<file path="config.mk">
export PLATFORM = sky130hd
export DESIGN_NAME = pc_sequencer_flat
export DESIGN_NICKNAME = d
export VERILOG_FILES = /design/src/rtl/pc_sequencer_if.sv /design/src/rtl/pc_sequencer.sv /design/src/flat_wrapper.sv
export SDC_FILE = /design/constraint.sdc
export NUM_CORES = 1
export LEC_CHECK = 0
export ABC_CLOCK_PERIOD_IN_PS = 4700
export BUFFER_PORTS_ARGS = -buffer_cell sky130_fd_sc_hd__buf_4
export CELL_PAD_IN_SITES_DETAIL_PLACEMENT = 2
export CELL_PAD_IN_SITES_GLOBAL_PLACEMENT = 2
export CORE_MARGIN = 8
export CORE_UTILIZATION = 36
export DETAILED_ROUTE_END_ITERATION = 10
export PLACE_DENSITY_LB_ADDON = 0.1
export SETUP_SLACK_MARGIN = 0.02
export SLEW_MARGIN = 25
export SYNTH_ARGS = -nofsm -noshare
export SYNTH_HDL_FRONTEND = slang
export SYNTH_SLANG_ARGS = --single-unit
</file>
<file path="constraint.sdc">
create_clock -name clk -period 4.7 [get_ports clk]
set_clock_uncertainty 0.1 [all_clocks]
set_input_delay 0.47 -clock clk [delete_from_list [all_inputs] [get_ports clk]]
set_output_delay 0.47 -clock clk [all_outputs]
set_load 0.02 [all_outputs]
</file>
<file path="src/rtl/pc_sequencer_if.sv">
`default_nettype none
`timescale 1ns/1ps
// ============================================================================
// Module      : pc_sequencer_if
// Description : Instruction-memory, decode and redirect signals of the fetch
//               controller, bundled with master/slave views.
// Revision    : 1.0 - initial release
// ============================================================================
interface pc_sequencer_if;
    logic        imem_req;
    logic [31:0] imem_addr;
    logic        imem_ack;
    logic [31:0] imem_data;
    logic        inst_valid;
    logic [31:0] inst;
    logic [31:0] inst_pc;
    logic        inst_ready;
    logic        redir_valid;
    logic [1:0]  redir_sel;
    logic [31:0] redir_pc;
    logic [25:0] redir_imm;

    modport master (
        output imem_req, imem_addr, inst_valid, inst, inst_pc,
        input  imem_ack, imem_data, inst_ready,
               redir_valid, redir_sel, redir_pc, redir_imm
    );

    modport slave (
        input  imem_req, imem_addr, inst_valid, inst, inst_pc,
        output imem_ack, imem_data, inst_ready,
               redir_valid, redir_sel, redir_pc, redir_imm
    );
endinterface
`default_nettype wire

</file>
<file path="src/rtl/pc_sequencer.sv">
`default_nettype none
`timescale 1ns/1ps
// ============================================================================
// Module      : pc_sequencer
// Description : Stall- and squash-aware fetch sequencer owning the PC.
//               Define PC_DELAY_SLOT_EN to deliver the delay-slot instruction
//               instead of squashing it on a redirect.
// Revision    : 1.0 - initial release
// ============================================================================
module pc_sequencer #(
    parameter logic [31:0] RESET_PC = 32'h0040_0020
) (
    input  logic                  clk,
    input  logic                  rst_n,
    pc_sequencer_if.master        bus,
    output logic [31:0]           fetch_count
);

    localparam logic [1:0] c_IDLE = 2'd0;
    localparam logic [1:0] c_REQ  = 2'd1;
    localparam logic [1:0] c_HOLD = 2'd2;

    logic [1:0]  r_state,       w_state_nx;
    logic [31:0] r_pc,          w_pc_nx;
    logic        r_pend,        w_pend_nx;
    logic [31:0] r_tgt,         w_tgt_nx;
    logic        r_inst_valid,  w_inst_valid_nx;
    logic [31:0] r_inst,        w_inst_nx;
    logic [31:0] r_inst_pc,     w_inst_pc_nx;
    logic [31:0] r_fetch_count, w_fetch_count_nx;
    logic        r_imem_req;

    logic        w_redir;
    logic [31:0] w_redir_pc4;
    logic [31:0] w_br_off;
    logic [31:0] w_jmp_tgt;
    logic [31:0] w_target;
    logic [31:0] w_pc_inc;

    // Selector codes 00/11 are not redirects at all.
    assign w_redir     = bus.redir_valid &
                         ((bus.redir_sel == 2'b01) | (bus.redir_sel == 2'b10));
    assign w_redir_pc4 = bus.redir_pc + 32'd4;
    assign w_br_off    = {{14{bus.redir_imm[15]}}, bus.redir_imm[15:0], 2'b00};
    assign w_jmp_tgt   = {w_redir_pc4[31:28], bus.redir_imm, 2'b00};
    assign w_target    = (bus.redir_sel == 2'b10) ? w_jmp_tgt : (w_redir_pc4 + w_br_off);
    assign w_pc_inc    = r_pc + 32'd4;

    always_comb begin
        w_state_nx       = r_state;
        w_pc_nx          = r_pc;
        w_pend_nx        = r_pend;
        w_tgt_nx         = r_tgt;
        w_inst_valid_nx  = r_inst_valid;
        w_inst_nx        = r_inst;
        w_inst_pc_nx     = r_inst_pc;
        w_fetch_count_nx = r_fetch_count;

        case (r_state)
            c_IDLE: begin
                w_state_nx = c_REQ;
                if (w_redir)
                    w_pc_nx = w_target;
            end

            c_REQ: begin
`ifdef PC_DELAY_SLOT_EN
                if (bus.imem_ack) begin
                    w_inst_nx       = bus.imem_data;
                    w_inst_pc_nx    = r_pc;
                    w_inst_valid_nx = 1'b1;
                    w_pend_nx       = 1'b0;
                    w_state_nx      = c_HOLD;
                    // A redirect in the ack cycle is newer than a latched one.
                    if (w_redir)
                        w_pc_nx = w_target;
                    else if (r_pend)
                        w_pc_nx = r_tgt;
                    else
                        w_pc_nx = w_pc_inc;
                end else if (w_redir) begin
                    w_pend_nx = 1'b1;
                    w_tgt_nx  = w_target;
                end
`else
                if (bus.imem_ack) begin
                    if (w_redir) begin
                        w_pc_nx   = w_target;
                        w_pend_nx = 1'b0;
                    end else if (r_pend) begin
                        w_pc_nx   = r_tgt;
                        w_pend_nx = 1'b0;
                    end else begin
                        w_inst_nx       = bus.imem_data;
                        w_inst_pc_nx    = r_pc;
                        w_inst_valid_nx = 1'b1;
                        w_pc_nx         = w_pc_inc;
                        w_state_nx      = c_HOLD;
                    end
                end else if (w_redir) begin
                    // The outstanding request must complete before the squash.
                    w_pend_nx = 1'b1;
                    w_tgt_nx  = w_target;
                end
`endif
            end

            c_HOLD: begin
`ifdef PC_DELAY_SLOT_EN
                if (w_redir)
                    w_pc_nx = w_target;
                if (bus.inst_ready) begin
                    w_inst_valid_nx  = 1'b0;
                    w_fetch_count_nx = r_fetch_count + 32'd1;
                    w_state_nx       = c_REQ;
                end
`else
                if (w_redir) begin
                    w_inst_valid_nx = 1'b0;
                    w_pc_nx         = w_target;
                    w_state_nx      = c_REQ;
                end else if (bus.inst_ready) begin
                    w_inst_valid_nx  = 1'b0;
                    w_fetch_count_nx = r_fetch_count + 32'd1;
                    w_state_nx       = c_REQ;
                end
`endif
            end

            default: w_state_nx = c_IDLE;
        endcase
    end

    always_ff @(posedge clk or negedge rst_n) begin
        if (!rst_n) begin
            r_state       <= c_IDLE;
            r_pc          <= RESET_PC;
            r_pend        <= 1'b0;
            r_tgt         <= 32'd0;
            r_inst_valid  <= 1'b0;
            r_inst        <= 32'd0;
            r_inst_pc     <= 32'd0;
            r_fetch_count <= 32'd0;
            r_imem_req    <= 1'b0;
        end else begin
            r_state       <= w_state_nx;
            r_pc          <= w_pc_nx;
            r_pend        <= w_pend_nx;
            r_tgt         <= w_tgt_nx;
            r_inst_valid  <= w_inst_valid_nx;
            r_inst        <= w_inst_nx;
            r_inst_pc     <= w_inst_pc_nx;
            r_fetch_count <= w_fetch_count_nx;
            r_imem_req    <= (w_state_nx == c_REQ);
        end
    end

    // The PC register drives the address bus directly, so the address is
    // stable for the whole life of a request.
    assign bus.imem_req   = r_imem_req;
    assign bus.imem_addr  = r_pc;
    assign bus.inst_valid = r_inst_valid;
    assign bus.inst       = r_inst;
    assign bus.inst_pc    = r_inst_pc;
    assign fetch_count    = r_fetch_count;

endmodule
`default_nettype wire

</file>
<file path="src/flat_wrapper.sv">
// flat-port wrapper written by rule: the top's interface ports become plain ports
module pc_sequencer_flat 
#(
    parameter logic [31:0] RESET_PC = 32'h0040_0020
)
  (clk, rst_n, fetch_count, bus_imem_req, bus_imem_addr, bus_inst_valid, bus_inst, bus_inst_pc, bus_imem_ack, bus_imem_data, bus_inst_ready, bus_redir_valid, bus_redir_sel, bus_redir_pc, bus_redir_imm);
  pc_sequencer_if bus_i ();
  input  logic clk;
  input  logic rst_n;
  output logic [31:0] fetch_count;
  output wire logic [$bits(bus_i.imem_req)-1:0] bus_imem_req;
  output wire logic [$bits(bus_i.imem_addr)-1:0] bus_imem_addr;
  output wire logic [$bits(bus_i.inst_valid)-1:0] bus_inst_valid;
  output wire logic [$bits(bus_i.inst)-1:0] bus_inst;
  output wire logic [$bits(bus_i.inst_pc)-1:0] bus_inst_pc;
  input wire logic [$bits(bus_i.imem_ack)-1:0] bus_imem_ack;
  input wire logic [$bits(bus_i.imem_data)-1:0] bus_imem_data;
  input wire logic [$bits(bus_i.inst_ready)-1:0] bus_inst_ready;
  input wire logic [$bits(bus_i.redir_valid)-1:0] bus_redir_valid;
  input wire logic [$bits(bus_i.redir_sel)-1:0] bus_redir_sel;
  input wire logic [$bits(bus_i.redir_pc)-1:0] bus_redir_pc;
  input wire logic [$bits(bus_i.redir_imm)-1:0] bus_redir_imm;
  assign bus_imem_req = bus_i.imem_req;
  assign bus_imem_addr = bus_i.imem_addr;
  assign bus_inst_valid = bus_i.inst_valid;
  assign bus_inst = bus_i.inst;
  assign bus_inst_pc = bus_i.inst_pc;
  assign bus_i.imem_ack = bus_imem_ack;
  assign bus_i.imem_data = bus_imem_data;
  assign bus_i.inst_ready = bus_inst_ready;
  assign bus_i.redir_valid = bus_redir_valid;
  assign bus_i.redir_sel = bus_redir_sel;
  assign bus_i.redir_pc = bus_redir_pc;
  assign bus_i.redir_imm = bus_redir_imm;
  pc_sequencer #(.RESET_PC(RESET_PC)) u_core (.clk(clk), .rst_n(rst_n), .bus(bus_i), .fetch_count(fetch_count));
endmodule
</file>
* After elaboration in Yosys (flattened, before gate mapping)
Cells that the tools add are included.
Word-level totals: register bits after elaboration 165, bits in latches 0, memory bits (writable) 0, bits in read-only memories 0, word-level logic and storage cells 59, memories kept 0
Cells by class: add/sub/neg operators 4, multiply operators 0, div/mod/pow operators 0, magnitude comparators 0, equal/unequal tests 10, shift operators 0, multiplexer cells 20, bitwise operators 5, reductions and logical operators 11
Operators by type and width (count):
- 2-to-1 mux 32 bit | 5
- adder 32 x 3 -> 32 bit, second input constant | 2
- one-hot mux 32 bit (2 select lines) | 1
- adder 32 x 1 -> 32 bit, second input constant | 1
- adder 32 bit | 1
- 2-to-1 mux 2 bit | 5
- AND reduction 3 bit | 3
- 2-to-1 mux 1 bit | 7
- equality test 2 x 1 -> 1 bit, second input constant | 3
- != test 2 bit, second input constant | 3
- one-hot mux 2 bit (3 select lines) | 1
- nonzero test 2 bit | 3
- AND reduction 5 bit | 1
- equality test 2 bit, second input constant | 2
- AND reduction 4 bit | 1
- != test 3 x 2 -> 1 bit, second input constant | 1
- inverter 1 bit | 3
- zero test 2 bit | 1
- != test 2 x 1 -> 1 bit, second input constant | 1
- one-hot mux 1 bit (2 select lines) | 1
- AND reduction 2 bit | 1
- OR reduction 2 bit | 1
- AND 1 bit | 1
- bitwise OR 1 bit | 1

* Depth between registers and ports, before layout
depth in word-level cells 7, depth in mapped cells 18, gate-level depth less buffers 17

* Worst setup path after synthesis
OpenSTA, ideal clock, no wires.
path kind in2reg, start point input bus_redir_pc[8], end point register u_core.r_pc[31], in the netlist u_core.bus.imem_addr[31], setup time 92 ps, arrival time 3257 ps, slack 1251 ps, stages 16, path buffers 0, cells stage by stage and4_1 > and2_1 > and3_1 > nand3_1 > inv_1 > and3_1 > xor2_1 > ha_1 > or3_1 > a31oi_1 > o2bb2ai_1 > o41ai_4 > a211oi_1 > xnor2_1 > and3_2 > o31ai_2
On the way: word-level cells in the longest chain between the ends 6
Ends and longest elaborated chain:
- from (decl) | line flat_wrapper.sv:21 | input wire logic [$bits(bus_i.redir_pc)-1:0] bus_redir_pc;
- adder 32 x 3 -> 32 bit (*) | line pc_sequencer.sv:43 | assign w_redir_pc4 = bus.redir_pc + 32'd4;
- adder 32 bit | line pc_sequencer.sv:46 | assign w_target = (bus.redir_sel == 2'b10) ? w_jmp_tgt : (w_redir_pc4 + w_br_off);
- 2-to-1 mux 32 bit (*) | line pc_sequencer.sv:46
- 2-to-1 mux 32 bit | line pc_sequencer.sv:87 | if (w_redir) begin
- 2-to-1 mux 32 bit | line pc_sequencer.sv:86 | if (bus.imem_ack) begin
- one-hot mux 32 bit (2 select lines) (*) | line pc_sequencer.sv:59 | case (r_state)
- to (signal assigned) | line pc_sequencer.sv:147 | r_pc <= w_pc_nx;
- to (decl) | line pc_sequencer.sv:24 | logic [31:0] r_pc, w_pc_nx;
Every way passes the cells marked *; elsewhere a longest branch is shown, timed or not. The select of a mux whose other input is x is not followed. A chain may end at the register's enable or synchronous reset.

* Final worst setup path
start point input bus_redir_pc[4], end point register u_core.r_tgt[27]
On the way: word-level cells in the longest chain between the ends 3
Ends and longest elaborated chain:
- adder 32 x 3 -> 32 bit | line pc_sequencer.sv:43
- adder 32 bit | line pc_sequencer.sv:46
- 2-to-1 mux 32 bit | line pc_sequencer.sv:46
- to (signal assigned) | line pc_sequencer.sv:149 | r_tgt <= w_tgt_nx;
- to (decl) | line pc_sequencer.sv:26 | logic [31:0] r_tgt, w_tgt_nx;
No other way between the ends.

==> key figures <==
Status
  – Outcome: finished, final reports clean

Worst setup path
  – R2r startpoint: u_core.bus.imem_addr[2]
  – RR Endpoint: u_core.bus.imem_addr[30]
  – Critical path type: primary input to flop
  – Worst setup EP type: flop
  – Crit path max fanout: 7
  – Worst EP arrival: about 3.8 ns
  – Worst Reg-to-Reg Cells: 7
  – Reg-to-reg setup timing slack: approximately 1.7 ns
  – WP data required: 4.87 ns
  – Type of origin of the critical path: primary input

Pwr
  – Switching part of the total power: 41.57%
  – Reg power frac: 34.4%
  – Pwr dens: 600.7 nW/um^2
  – Sw Pwr: 3.157 mW
  – LEAKAGE: between 5 and 6 nW
  – Overall Power: 7.593 mW
  – Peak supply drop: 0.2686 mV
  – Combinational Power Share: 45.0%
  – Int Power: 4.437 mW
  – Clk pwr share: 20.6%

Yosys
  – Cell Area, Synth: 9933 sq um
  – Netlist cell types: 68
  – #FFs+latches synth: 165
  – Syn_nets: 1196
  – EDFF count, synth: 0
  – Most used DFF post-synth: dfrtp_1
  – Most area-consuming cells after synthesis: dfrtp_1, mux2_2, xnor2_1
  – Largest area contributor in the netlist: dfrtp_1
  – Fraction of registers with async set/reset: 100.0%
  – Mean Syn Cell Area: around 9.4 sq um
  – Sequential-to-total area share from yosys stat: 41.59%
  – Top post-synthesis cells by count: dfrtp_1, nand2_1, o21ai_0
  – Synth top area share: approximately two fifths
  – Synth Warn #: 0
  – Most frequent cell after synthesis: dfrtp_1
  – Post-Syn Instances: between 1000 and 1500

Placed design
  – Place WS: 0.5988 ns
  – Final GP Congestion: 0.8436
  – Dpl cells: 1594
  – Detailed placement HPWL: 26.12 mm
  – IO buf count: 226
  – Area after DPL: 11990 sq um

Clocking
  – CTS tree: built
  – Post-CTS Resized: 0
  – Htree depth: 4
  – Max Buffers Root-to-Sink: 2
  – CTS root buf: clkbuf_16
  – CTS clock-pin slew for the worst setup and hold paths: roughly 0.070 ns
  – CTS Hold Bufs: 0
  – # Post-CTS Setup Buffers: 0
  – Sink Count: about 170
  – CTS Buf Count: 17
  – Worst skew pair latency: 0.43 ns

Drt
  – Initial DRC Count: 440
  – Via density: around 5.5
  – DRC: 0
  – Wirelength per Cell: 21.51 microns
  – Total routed wirelength: 34.97 mm
  – Vias: 8909
  – Drt pass-1 iters: 4
  – Post-route ant nets: 0

Timing
  – F_max: roughly 0.28 GHz
  – Post-layout worst setup margin: 1.074 ns
  – Endpoints failing setup: 0
  – Rel. slew slack: ~37%
  – Post-Route Setup TNS: 0 ns
  – Fin. Hold Viols: 0
  – Hold slack: 0.01713 ns
  – Min Tclk post-route: 3.626 ns
  – Worst Tran Pin Value: roughly 0.94 ns
  – Final worst path period share: around 77%
  – RSZ-0062 raised after global routing: false
  – Max-slew violations: 0

Floorplan
  – I/O Pins: 227
  – Site row count: between 60 and 70
  – Starting Density: 36.15%
  – Die H: around 180 microns
  – Core area: approximately 27000 sq um
  – Die area: between 30000 and 40000 sq um
  – Width of the chip: 182.1 microns

Job
  – Total of max-cap violations: 0

Layout
  – Share of post-route cells with drive strength above 1: about 28%
  – Area Growth Syn to Fin: 27.26%
  – Number of diodes: 0
  – Cell Count, Final, Fillers Out: 1626
  – Post-route cell area: between 10000 and 15000 sq um
  – # nets final: 1403
  – Final core occ: 46.01%

Global routing
  – Largest net degree at the start of global routing: 103
  – GR Util met1: 27.67%
  – Gr usage total: 21.22%
  – Initial antenna violation count: 0
  – Met3 track demand over resource: 3.579%
  – Vias in the first global route: roughly 10000
  – GR Overflow Total: 0
  – Met2 usage: between 30% and 40%
  – Global-route wire length before repair: 56.11 mm
  – Gr busiest metal: met2

Hold path
  – Hold WC Path Type: primary input to asynchronous set/reset pin
## final cells by class
class | count | area (sq um)
Clock buffer | 17 | 425.4
Clock inverter | 15 | 224.0
Fill cell | 2974 | 14840
Inverter | 15 | 56.30
Multi-Input combinational cell | 831 | 5573
Sequential cell | 165 | 4131
Tap cell | 346 | 432.9
Timing Repair Buffer | 237 | 1798
## routing by layer
layer / wire length (microns) / up-vias
li1: - / 4201
met1: 16010 / 4453
met2: 17020 / 222
met3: 1492 / 33
met4: 447 / 0
met5: 0 / -
## sequential cells by signal (all words and copies together) (netlist names)
register	count
u_core.bus.imem_addr	32
u_core.bus.inst_pc	32
u_core.fetch_count	32
u_core.r_tgt	32
u_core.r_state	2
u_core.bus.imem_req	1
u_core.bus.inst_valid	1
u_core.r_pend	1
u_core.bus.inst	32
## power groups by stage
stage | clock, mW | sequential (mW) | combinational, mW
after global placement | 0 | 2.58 | 3.31
after global routing | 1.65 | 2.71 | 3.72
after CTS | 1.60 | 2.62 | 3.47
after detailed placement | 0 | 2.63 | 3.41
final | 1.56 | 2.62 | 3.42
after floorplan | 0 | 2.95 | 1.54
## cell usage in the layout (no fill, tap or decap), drive strengths merged, types with 15 or more instances in the layout
| master | synthesis | layout |
|---|---|---|
| a31oi | 20 | 20 |
| buf | 8 | 236 |
| ha | 38 | 38 |
| o21ai | 85 | 85 |
| a21o | 15 | 15 |
| nor2 | 67 | 67 |
| nand2 | 137 | 137 |
| clkbuf | 41 | 18 |
| nand4 | 23 | 23 |
| mux2 | 70 | 70 |
| xnor2 | 64 | 64 |
| inv | 15 | 20 |
| xor2 | 33 | 33 |
| and3 | 28 | 28 |
| a21oi | 68 | 68 |
| nand3 | 49 | 49 |
| dfrtp | 163 | 163 |
## worst max-delay path by stage
stage	start	to	slack [ns]
6_report	bus_redir_pc[4]	u_core.r_tgt[27]	1.07
2_1_floorplan	bus_redir_pc[8]	u_core.bus.imem_addr[31]	1.25
4_1_cts	bus_redir_pc[4]	u_core.bus.imem_addr[27]	1.04
3_3_place_gp	bus_redir_pc[8]	u_core.bus.imem_addr[29]	0.67
3_5_place_dp	bus_redir_pc[4]	u_core.bus.imem_addr[27]	0.60
5_1_grt	bus_redir_pc[8]	u_core.bus.imem_addr[26]	0.80
## cell families (layout without fill, tap and decap cells)
group,count (synthesis),in the layout,share of synthesized area (%)
adder cells (fa/ha/maj),39,39,4.988
flip-flops,165,165,41.59
multiplexers,80,80,8.943
XOR/XNOR,97,97,8.628
AO/OA/AOI/OAI,252,252,15.53
buffers and inverters,64,284,2.544
AND/OR/NAND/NOR,363,363,17.77
## worst max-delay path, cell delays in order
cell and delay [ns]:
buf_4 0.11, and4_1 0.38, and2_2 0.23, nand3_1 0.10, xnor2_1 0.14, ha_1 0.42, and3_1 0.22, nand4_1 0.11
a21oi_1 0.23, nor2_1 0.16, o41ai_4 0.52, a21oi_1 0.14, xnor2_1 0.15, mux2i_1 0.27, o21ai_0 0.14
(Power assumes the default switching activity.)
